## src/rtl/fp_norm_arbiter_if.sv

```systemverilog
// Handshake bundle for the shared normalizer: two requester ports and one result port.
// The slave side is the normalizer; the master side drives requests and consumes results.
interface fp_norm_arbiter_if #(
  parameter int EXP_W = 8
) ();

  logic             req0_valid;
  logic             req0_ready;
  logic [24:0]      req0_mant;
  logic [EXP_W-1:0] req0_exp;

  logic             req1_valid;
  logic             req1_ready;
  logic [24:0]      req1_mant;
  logic [EXP_W-1:0] req1_exp;

  logic             out_valid;
  logic             out_ready;
  logic             out_id;
  logic [23:0]      out_mant;
  logic [EXP_W-1:0] out_exp;
  logic             out_zero;
  logic             out_uf;
  logic             out_of;

  modport slave (
    input  req0_valid, req0_mant, req0_exp,
    output req0_ready,
    input  req1_valid, req1_mant, req1_exp,
    output req1_ready,
    output out_valid, out_id, out_mant, out_exp, out_zero, out_uf, out_of,
    input  out_ready
  );

  modport master (
    output req0_valid, req0_mant, req0_exp,
    input  req0_ready,
    output req1_valid, req1_mant, req1_exp,
    input  req1_ready,
    input  out_valid, out_id, out_mant, out_exp, out_zero, out_uf, out_of,
    output out_ready
  );

endinterface

```

## src/rtl/fp_norm_arbiter.sv

```systemverilog
// Shared post-add normalizer: round-robin between the adder and n-root paths, then one
// leading-one-detect / shift / exponent-adjust pass with zero, underflow and overflow flags.
module fp_norm_arbiter #(
  parameter int EXP_W = 8
) (
  input  logic            clk,
  input  logic            rst_n,
  fp_norm_arbiter_if.slave bus
);

  typedef enum logic [1:0] {
    IDLE = 2'd0,
    NORM = 2'd1,
    DONE = 2'd2
  } state_t;

  localparam logic [EXP_W:0]   EXP_INF_EXT = {1'b0, {EXP_W{1'b1}}};
  localparam logic [EXP_W-1:0] EXP_INF     = {EXP_W{1'b1}};

  state_t           state;
  state_t           next_state;

  logic             ptr;
  logic             grant0;
  logic             grant1;
  logic             accept;

  logic [24:0]      cap_mant;
  logic [EXP_W-1:0] cap_exp;
  logic             cap_id;

  logic [4:0]       lead;
  logic [4:0]       shift;
  logic [EXP_W:0]   exp_ext;
  logic [EXP_W:0]   exp_inc;
  logic [EXP_W:0]   shift_ext;

  logic [23:0]      norm_mant;
  logic [EXP_W-1:0] norm_exp;
  logic             norm_zero;
  logic             norm_uf;
  logic             norm_of;

  logic [23:0]      out_mant_q;
  logic [EXP_W-1:0] out_exp_q;
  logic             out_id_q;
  logic             out_zero_q;
  logic             out_uf_q;
  logic             out_of_q;

  // The pointer only breaks ties; a lone valid requester always wins.
  always_comb begin
    grant0 = bus.req0_valid && (!bus.req1_valid || !ptr);
    grant1 = bus.req1_valid && (!bus.req0_valid || ptr);
  end

  always_ff @(posedge clk or negedge rst_n) begin
    if (!rst_n) begin
      state <= IDLE;
    end else begin
      state <= next_state;
    end
  end

  // Readies are gated by rst_n so nothing looks accepted while reset is held.
  always_comb begin
    next_state     = state;
    accept         = 1'b0;
    bus.req0_ready = 1'b0;
    bus.req1_ready = 1'b0;
    case (state)
      IDLE: begin
        if (rst_n) begin
          bus.req0_ready = grant0;
          bus.req1_ready = grant1;
          if (grant0 || grant1) begin
            accept     = 1'b1;
            next_state = NORM;
          end
        end
      end
      NORM: begin
        next_state = DONE;
      end
      DONE: begin
        if (bus.out_ready) begin
          next_state = IDLE;
        end
      end
      default: begin
        next_state = IDLE;
      end
    endcase
  end

  always_ff @(posedge clk or negedge rst_n) begin
    if (!rst_n) begin
      ptr      <= 1'b0;
      cap_mant <= '0;
      cap_exp  <= '0;
      cap_id   <= 1'b0;
    end else if (accept) begin
      cap_mant <= grant0 ? bus.req0_mant : bus.req1_mant;
      cap_exp  <= grant0 ? bus.req0_exp  : bus.req1_exp;
      cap_id   <= !grant0;
      ptr      <= grant0;
    end
  end

  // Highest set bit of the hidden-bit field; later iterations override earlier ones.
  always_comb begin
    lead = 5'd0;
    for (int i = 0; i < 24; i++) begin
      if (cap_mant[i]) begin
        lead = 5'(i);
      end
    end
  end

  // Exponent math is one bit wider so carries and borrows are visible before clamping.
  always_comb begin
    shift     = 5'd23 - lead;
    exp_ext   = {1'b0, cap_exp};
    exp_inc   = exp_ext + 1'b1;
    shift_ext = (EXP_W+1)'(shift);

    norm_mant = '0;
    norm_exp  = '0;
    norm_zero = 1'b0;
    norm_uf   = 1'b0;
    norm_of   = 1'b0;

    if (cap_mant == 25'd0) begin
      norm_zero = 1'b1;
    end else if (cap_mant[24]) begin
      if (exp_inc >= EXP_INF_EXT) begin
        norm_of  = 1'b1;
        norm_exp = EXP_INF;
      end else begin
        norm_mant = cap_mant[24:1];
        norm_exp  = exp_inc[EXP_W-1:0];
      end
    end else if (shift_ext >= exp_ext) begin
      norm_uf = 1'b1;
    end else begin
      norm_mant = cap_mant[23:0] << shift;
      norm_exp  = cap_exp - EXP_W'(shift);
    end
  end

  // Results are latched on the way out of NORM and held untouched through DONE.
  always_ff @(posedge clk or negedge rst_n) begin
    if (!rst_n) begin
      out_mant_q <= '0;
      out_exp_q  <= '0;
      out_id_q   <= 1'b0;
      out_zero_q <= 1'b0;
      out_uf_q   <= 1'b0;
      out_of_q   <= 1'b0;
    end else if (state == NORM) begin
      out_mant_q <= norm_mant;
      out_exp_q  <= norm_exp;
      out_id_q   <= cap_id;
      out_zero_q <= norm_zero;
      out_uf_q   <= norm_uf;
      out_of_q   <= norm_of;
    end
  end

  assign bus.out_valid = (state == DONE);
  assign bus.out_mant  = out_mant_q;
  assign bus.out_exp   = out_exp_q;
  assign bus.out_id    = out_id_q;
  assign bus.out_zero  = out_zero_q;
  assign bus.out_uf    = out_uf_q;
  assign bus.out_of    = out_of_q;

endmodule

```

## src/flat_wrapper.sv

```systemverilog
// flat-port wrapper written by rule: the top's interface ports become plain ports
module fp_norm_arbiter_flat 
#(
  parameter int EXP_W = 8
)
  (clk, rst_n, bus_req0_valid, bus_req0_mant, bus_req0_exp, bus_req0_ready, bus_req1_valid, bus_req1_mant, bus_req1_exp, bus_req1_ready, bus_out_valid, bus_out_id, bus_out_mant, bus_out_exp, bus_out_zero, bus_out_uf, bus_out_of, bus_out_ready);
  fp_norm_arbiter_if #(.EXP_W(EXP_W)) bus_i ();
  input  logic clk;
  input  logic rst_n;
  input wire logic [$bits(bus_i.req0_valid)-1:0] bus_req0_valid;
  input wire logic [$bits(bus_i.req0_mant)-1:0] bus_req0_mant;
  input wire logic [$bits(bus_i.req0_exp)-1:0] bus_req0_exp;
  output wire logic [$bits(bus_i.req0_ready)-1:0] bus_req0_ready;
  input wire logic [$bits(bus_i.req1_valid)-1:0] bus_req1_valid;
  input wire logic [$bits(bus_i.req1_mant)-1:0] bus_req1_mant;
  input wire logic [$bits(bus_i.req1_exp)-1:0] bus_req1_exp;
  output wire logic [$bits(bus_i.req1_ready)-1:0] bus_req1_ready;
  output wire logic [$bits(bus_i.out_valid)-1:0] bus_out_valid;
  output wire logic [$bits(bus_i.out_id)-1:0] bus_out_id;
  output wire logic [$bits(bus_i.out_mant)-1:0] bus_out_mant;
  output wire logic [$bits(bus_i.out_exp)-1:0] bus_out_exp;
  output wire logic [$bits(bus_i.out_zero)-1:0] bus_out_zero;
  output wire logic [$bits(bus_i.out_uf)-1:0] bus_out_uf;
  output wire logic [$bits(bus_i.out_of)-1:0] bus_out_of;
  input wire logic [$bits(bus_i.out_ready)-1:0] bus_out_ready;
  assign bus_i.req0_valid = bus_req0_valid;
  assign bus_i.req0_mant = bus_req0_mant;
  assign bus_i.req0_exp = bus_req0_exp;
  assign bus_req0_ready = bus_i.req0_ready;
  assign bus_i.req1_valid = bus_req1_valid;
  assign bus_i.req1_mant = bus_req1_mant;
  assign bus_i.req1_exp = bus_req1_exp;
  assign bus_req1_ready = bus_i.req1_ready;
  assign bus_out_valid = bus_i.out_valid;
  assign bus_out_id = bus_i.out_id;
  assign bus_out_mant = bus_i.out_mant;
  assign bus_out_exp = bus_i.out_exp;
  assign bus_out_zero = bus_i.out_zero;
  assign bus_out_uf = bus_i.out_uf;
  assign bus_out_of = bus_i.out_of;
  assign bus_i.out_ready = bus_out_ready;
  fp_norm_arbiter #(.EXP_W(EXP_W)) u_core (.clk(clk), .rst_n(rst_n), .bus(bus_i));
endmodule
```

## config.mk

```make
export PLATFORM = sky130hd
export DESIGN_NAME = fp_norm_arbiter_flat
export DESIGN_NICKNAME = d
export VERILOG_FILES = /design/src/rtl/fp_norm_arbiter_if.sv /design/src/rtl/fp_norm_arbiter.sv /design/src/flat_wrapper.sv
export SDC_FILE = /design/constraint.sdc
export NUM_CORES = 1
export LEC_CHECK = 0
export CORE_MARGIN = 1
export CORE_UTILIZATION = 40
export CTS_CLUSTER_DIAMETER = 60
export CTS_CLUSTER_SIZE = 12
export DETAILED_ROUTE_END_ITERATION = 6
export GPL_ROUTABILITY_DRIVEN = 0
export PLACE_DENSITY_LB_ADDON = 0.25
export SLEW_MARGIN = 5
export SYNTH_ARGS = -nofsm -noshare
export SYNTH_HDL_FRONTEND = slang
export SYNTH_SLANG_ARGS = --single-unit
export TNS_END_PERCENT = 100
```

## constraint.sdc

```tcl
create_clock -name clk -period 11.7 [get_ports clk]
set_input_delay 1.17 -clock clk [delete_from_list [all_inputs] [get_ports clk]]
set_output_delay 1.17 -clock clk [all_outputs]
set_load 0.02 [all_outputs]
```

-- After elaboration in Yosys (flattened, before gate mapping)
Index checks and enable logic that the tools add are counted.
W data, S select, Z words.
- flip-flop bits (word level): 73
- input bits: 71
- output and inout port bits: 39
- word-level logic and storage cells: 85
- $add $sub $neg: 3
- magnitude comparators: 2
- eq/ne operators: 5
- shifts and indexed selects: 1
- multiplexer cells: 51
- reductions and logical operators: 12
- operator list (cell ; number):
    $mux W24 ; 4
    $mux W5 ; 8
    $mux W8 ; 5
    $mux W4 ; 8
    $logic_not A25 Y1 ; 1
    $mux W25 ; 1
    $shl A24 B5 Y24 ; 1
    $mux W1 ; 15
    $mux W3 ; 4
    $mux W2 ; 5
    $add A8 B1 Y9 const B ; 1
    $ge A9 B8 Y1 const B ; 1
    $ge A5 B8 Y1 ; 1
    $sub A8 B5 Y8 ; 1
    $pmux W2 S3 ; 1
    $sub A5 B5 Y5 const A ; 1
    $logic_not A1 Y1 ; 4
    $ne A2 B1 Y1 const B ; 2
    $logic_or A1 B1 Y1 ; 3
    $reduce_and A3 Y1 ; 1
    $eq A2 B1 Y1 const B ; 1
    $eq A2 B2 Y1 const B ; 1
    $logic_and A1 B1 Y1 ; 2
    $logic_not A2 Y1 ; 1
    $ne A2 B2 Y1 const B ; 1

-- Logic depth before layout (Yosys ltp)
- depth after elaboration: 28
- depth in mapped cells: 18
- depth with buffers taken out: 16

-- Worst setup path after synthesis
Ideal clock, no wire load.
- kind: flip-flop to flip-flop
- from: register u_core.cap_mant[7]
- to: register u_core.out_mant_q[15], in the netlist u_core.bus.out_mant[15]
- library setup time: 0.126 ns
- arrival: 3.742 ns
- required time: 11.574 ns
- setup slack: 7.832 ns
- cell stages (with the launch flop): 17
- path buffers: 3
- clock period less this slack: 3.868 ns
- cells stage by stage: dfrtp_1 clkbuf_1 or4_1 a21boi_0 o21a_2 inv_1 buf_2 buf_2 ha_1 a211oi_1 o21ai_0 o21a_1 nor3_1 nor3_2 nand2_1 a221oi_1 a221o_1
- cells in the longest elaborated chain, start to end: 22
- elaborated cells on any way between the ends: 24
- classes of those cells: 1 x add/sub; 1 x order compare; 1 x shift; 20 x mux; 1 x reduce/logical
- ends and longest elaborated chain (item ; RTL line ; text):
    from (decl) ; fp_norm_arbiter.sv:28 ; logic [24:0] cap_mant;
    from (signal assigned) ; fp_norm_arbiter.sv:103 ; cap_mant <= grant0 ? bus.req0_mant : bus.req1_mant;
    $mux W3 ; fp_norm_arbiter.sv:114 ; if (cap_mant[i]) begin
    $mux W4 (8 in series) ; fp_norm_arbiter.sv:114 ;
    $mux W5 (8 in series) ; fp_norm_arbiter.sv:114 ;
    $sub A5 B5 Y5 ; fp_norm_arbiter.sv:122 ; shift = 5'd23 - lead;
    $ge A5 B8 Y1 or $shl A24 B5 Y24 (tied branches) ; fp_norm_arbiter.sv:143, fp_norm_arbiter.sv:146 ;
    $mux W24 ; fp_norm_arbiter.sv:143 ; end else if (shift_ext >= exp_ext) begin
    $mux W24 ; fp_norm_arbiter.sv:135 ; end else if (cap_mant[24]) begin
    $mux W24 * ; fp_norm_arbiter.sv:133 ; if (cap_mant == 25'd0) begin
    to (signal assigned) ; fp_norm_arbiter.sv:161 ; out_mant_q <= norm_mant;
    to (decl) ; fp_norm_arbiter.sv:44 ; logic [23:0] out_mant_q;
Every way passes the cells marked *; elsewhere a longest branch is shown, timed or not.
A chain may end at the register's enable or synchronous reset.

-- Worst setup path in the final report
- from: register u_core.cap_mant[16]
- to: register u_core.out_mant_q[15], in the netlist u_core.bus.out_mant[15]
- cells in the longest elaborated chain, start to end: 13
- elaborated cells on any way between the ends: 16
- classes of those cells: 1 x add/sub; 1 x order compare; 1 x shift; 12 x mux; 1 x reduce/logical
- ends and longest elaborated chain (item ; RTL line):
    $mux W5 (8 in series) ; fp_norm_arbiter.sv:114
    $sub A5 B5 Y5 ; fp_norm_arbiter.sv:122
    $ge A5 B8 Y1 or $shl A24 B5 Y24 (tied branches) ; fp_norm_arbiter.sv:143, fp_norm_arbiter.sv:146
    $mux W24 ; fp_norm_arbiter.sv:143
    $mux W24 ; fp_norm_arbiter.sv:135
    $mux W24 * ; fp_norm_arbiter.sv:133
Marks and branches as above.

==> flow_summary_export.csv <==
group,metric,value,unit
synthesis,synth_nets,702,
worst_setup_path,setup.worst_path.end_class,"flip-flop",
detailed_routing,ant_nets,0,
worst_setup_path,cp_slowest_cell,"o31ai_1",
synthesis,synthMuxAreaShare,10.98,%
final_layout,diodes,0,
job,cap_violations,0,
timing,relSlewSlack,16.28,%
worst_setup_path,worst-path-buf-inv,1,
final_layout,area_growth_syn_to_layout,28.06,%
timing,fin_crit,5.097,ns
final_layout,fillers,1208,
cts,root_buffer,"clkbuf_16",
synthesis,synth_edf_count,0,
worst_setup_path,cp_cell_sequence,"nor2_1 -> o31ai_1 -> nand2_1 -> nand2_1 -> inv_1 -> fa_1 -> a211oi_1 -> o21ai_0 -> o21a_1 -> nor3_1 -> nor3_2 -> nand2_1 -> a221oi_1 -> a221o_1",
timing,hold_viol,0,
timing,finalSetupViolations,0,
worst_hold_path,hp-class,"reg -> reg",
synthesis,synth_top_family_by_area,"compound AO/OA/AOI/OAI gates",
worst_setup_path,startpoint,"u_core.cap_mant[16]",
worst_setup_path,crit_type,"reg -> reg",
die,die_w,116.5,microns
synthesis,synth_xor_xnor_area_share,1.337,%
detailed_routing,route.detailed.wl_per_inst,18.21,microns
worst_setup_path,cp.arrival,5.32,ns
synthesis,synth_largest_area_cell,"dfrtp_1",
synthesis,syn_area,5240,sq um
outcome,status,"finished with violations",
pwr,powerDensity,279.1,nW/um^2
worst_setup_path,rrSetupSlack,6.60,ns
detailed_routing,drtIter0Drc,627,
timing,holdWs,0.4775,ns
die,io-pin-count,110,
synthesis,synth-compound-area-share,27.72,%
final_layout,design_area,6710,sq um
placed_design,port_buffers,109,
global_route,antenna_found_initial,0,
timing,worst-slew-pin-transition,1.245,ns
pwr,p_sw_share,45.60,%
timing,grt_setup_unrepaired,"false",
timing,report.final.slew_viol_count,0,
global_route,grt_max_degree,68,
synthesis,syn_inst,623,
final_layout,drive_gt1_share,6.581,%
die,start_util,41.35,%
pwr,seqPwrFrac,29.1,%
detailed_routing,vias,5201,
die,coreArea,12670,sq um
cts,cts_tree,"built",
synthesis,synthFlopType,"dfrtp_1",
pwr,intPower,1.019,mW
global_route,gr-total-overflow,0,
global_route,grt_pass1_wl,25.08,mm
synthesis,async_reset_ff_share,100.0,%
placed_design,place_inst,855,
placed_design,placed_area,6334,sq um
cts,postCtsHoldBufs,0,
cts,clkTransAtPathRegs,0.06,ns
placed_design,dp_slack,6.779,ns
die,dieArea,13560,sq um
worst_setup_path,slowest_delay,1.00,ns
worst_setup_path,cp_data_required_time,11.93,ns
worst_setup_path,critPathMostFrequentCell,"nand2_1",
detailed_routing,routed_wl,15.86,mm
pwr,p_switching,0.8540,mW
synthesis,synth_area_leaders,"dfrtp_1 (35%), mux2i_1 (9.0%), a21oi_1 (5.9%), o21ai_0 (4.6%), nor2_1 (4.5%)",
detailed_routing,drcViolationCount,14,
worst_setup_path,critPathMaxFanout,12,
timing,fin_skew,0.008209,ns
cts,cts_buffer_depth,2,
worst_setup_path,cp_top_family,"compound AO/OA/AOI/OAI gates",
outcome,violations,"design-rule violations",
placed_design,dp_hpwl,11.85,mm
synthesis,synthSimpleGateAreaFrac,16.60,%
worst_setup_path,worstReg2RegStart,"u_core.cap_mant[16]",
global_route,grt.total_usage,24.13,%
cts,cts_resized,0,
cts,cts_made_buffers,9,
pwr,p_total,1.873,mW
detailed_routing,drt-pass1-iter-count,7,
worst_setup_path,r2r_cells,14,
synthesis,synth_warnings,0,
worst_setup_path,crit_cells,14,
synthesis,synth_seq_cells,73,
timing,final.setup.tns,0,ns
synthesis,ys_types,74,
die,rows,41,
worst_setup_path,crit_end,"u_core.bus.out_mant[15]",
cts,clk_latency,0.34,ns
final_layout,final_common_cell,"clkdlybuf4s50_1",
worst_setup_path,reg2reg_to,"u_core.bus.out_mant[15]",
global_route,grt_pass1_vias,4830,
detailed_routing,via_per_inst,5.971,
timing,layout_setup_ws,6.603,ns
final_layout,finalNonFillerCells,871,
final_layout,final_util,52.96,%
pwr,ir_drop,93.77,uV
synthesis,synthAdderAreaFrac,2.053,%
cts,cts_setup_buffers,0,
timing,period_share,43.56,%
timing,max_freq,196.2,MHz
worst_setup_path,cp-start-kind,"flip-flop",
pwr,power.leakage,2.673,nW
pwr,pwr-share-clk,18.8,%
synthesis,ys_seq_area_share,34.86,%
final_layout,fin_nets,773,
synthesis,syn_avg_cell_area,8.411,sq um
cts,cts.sinks,73,
die,die_h,116.5,microns
pwr,power_frac_comb,52.1,%
synthesis,synth_top_area_share,34.86,%
final_layout,final_cell_mix,"clkdlybuf4s50_1 (108), dfrtp_1 (73), nor2_1 (63)",
cts,h-tree-depth,3,
[metal layers]
layer | GRT usage [%] | up-vias | part of all wire, %
li1 | - | 2432 | -
met4 | 11.45 | 0 | 4.1
met5 | 0 | - | 0
met1 | 34.48 | 2400 | 43
met2 | 34.75 | 313 | 43
met3 | 4.826 | 56 | 10
[power groups by stage]
| stage | combinational (mW) | clock, mW | sequential [mW] |
|---|---|---|---|
| after floorplan | 0.646 | 0 | 0.506 |
| after global placement | 0.947 | 0 | 0.535 |
| after CTS | 0.957 | 0.356 | 0.536 |
| final | 0.976 | 0.351 | 0.545 |
| after detailed placement | 0.951 | 0 | 0.539 |
| after global routing | 1.06 | 0.365 | 0.556 |
[state kept, by name, indices dropped and copies added (netlist names)]
name / cells
u_core.cap_exp: 8
u_core.bus.out_of: 1
u_core.bus.out_mant: 24
u_core.bus.out_id: 1
u_core.bus.out_uf: 1
u_core.cap_mant: 25
u_core.bus.out_zero: 1
u_core.state: 2
u_core.cap_id: 1
u_core.bus.out_exp: 8
u_core.ptr: 1
[Yosys cell counts, types with 7 or more instances]
library cell,number
dfrtp_1,73
nor2_1,63
a21oi_1,62
o21ai_0,48
mux2i_1,47
nand2_1,41
clkbuf_1,29
nand3_1,23
o211ai_1,21
inv_1,18
a22oi_1,17
nor3_1,15
buf_2,12
a211oi_1,10
o31ai_1,10
and3_1,9
ha_1,7
[logic make-up (layout without fill, tap and decap cells)]
logic type | count (synthesis) | after routing
AOI/OAI and AO/OA | 223 | 223
muxes | 55 | 55
xor gates and xnor gates | 8 | 8
and+or+nand+nor | 182 | 182
adders and majority gates | 8 | 8
DFF | 73 | 73
buffers and inverters | 74 | 150
[cell type report]
cell class                 count  area, sq um  share of cell area, %
timing repair buffer         114         1126                  16.78
multi-input combinational    476         3088                  46.02
clock buffer                  10        239.0                  3.561
sequential                    73         1827                  27.22
clock inverter                 6        137.6                  2.051
tap                          172        215.2                  3.207
inverter                      20        77.57                  1.156
[worst register-to-register path: stages, from the launching register on]
cell      delay (ns)
dfrtp_1         0.50
nor2_1          0.13
o31ai_1         1.00
nand2_1         0.43
nand2_1         0.29
inv_1           0.17
fa_1            0.51
a211oi_1        0.23
o21ai_0         0.18
o21a_1          0.16
nor3_1          0.49
nor3_2          0.23
nand2_1         0.27
a221oi_1        0.09
a221o_1         0.29
[how the worst min path moves through the flow]
stage / startpoint / to / slack (ns) / cells after the start
after global routing: u_core.bus.out_exp[3] / u_core.bus.out_exp[3] / 0.49 / 1
after detailed placement: u_core.bus.out_exp[3] / u_core.bus.out_exp[3] / 0.47 / 1
after global placement: u_core.bus.out_exp[3] / u_core.bus.out_exp[3] / 0.46 / 1
final: u_core.bus.out_uf / u_core.bus.out_uf / 0.48 / 2
after CTS: u_core.bus.out_exp[3] / u_core.bus.out_exp[3] / 0.48 / 1
after floorplan: u_core.cap_id / u_core.cap_id / 0.46 / 2
Power figures use the tool's default switching activity.
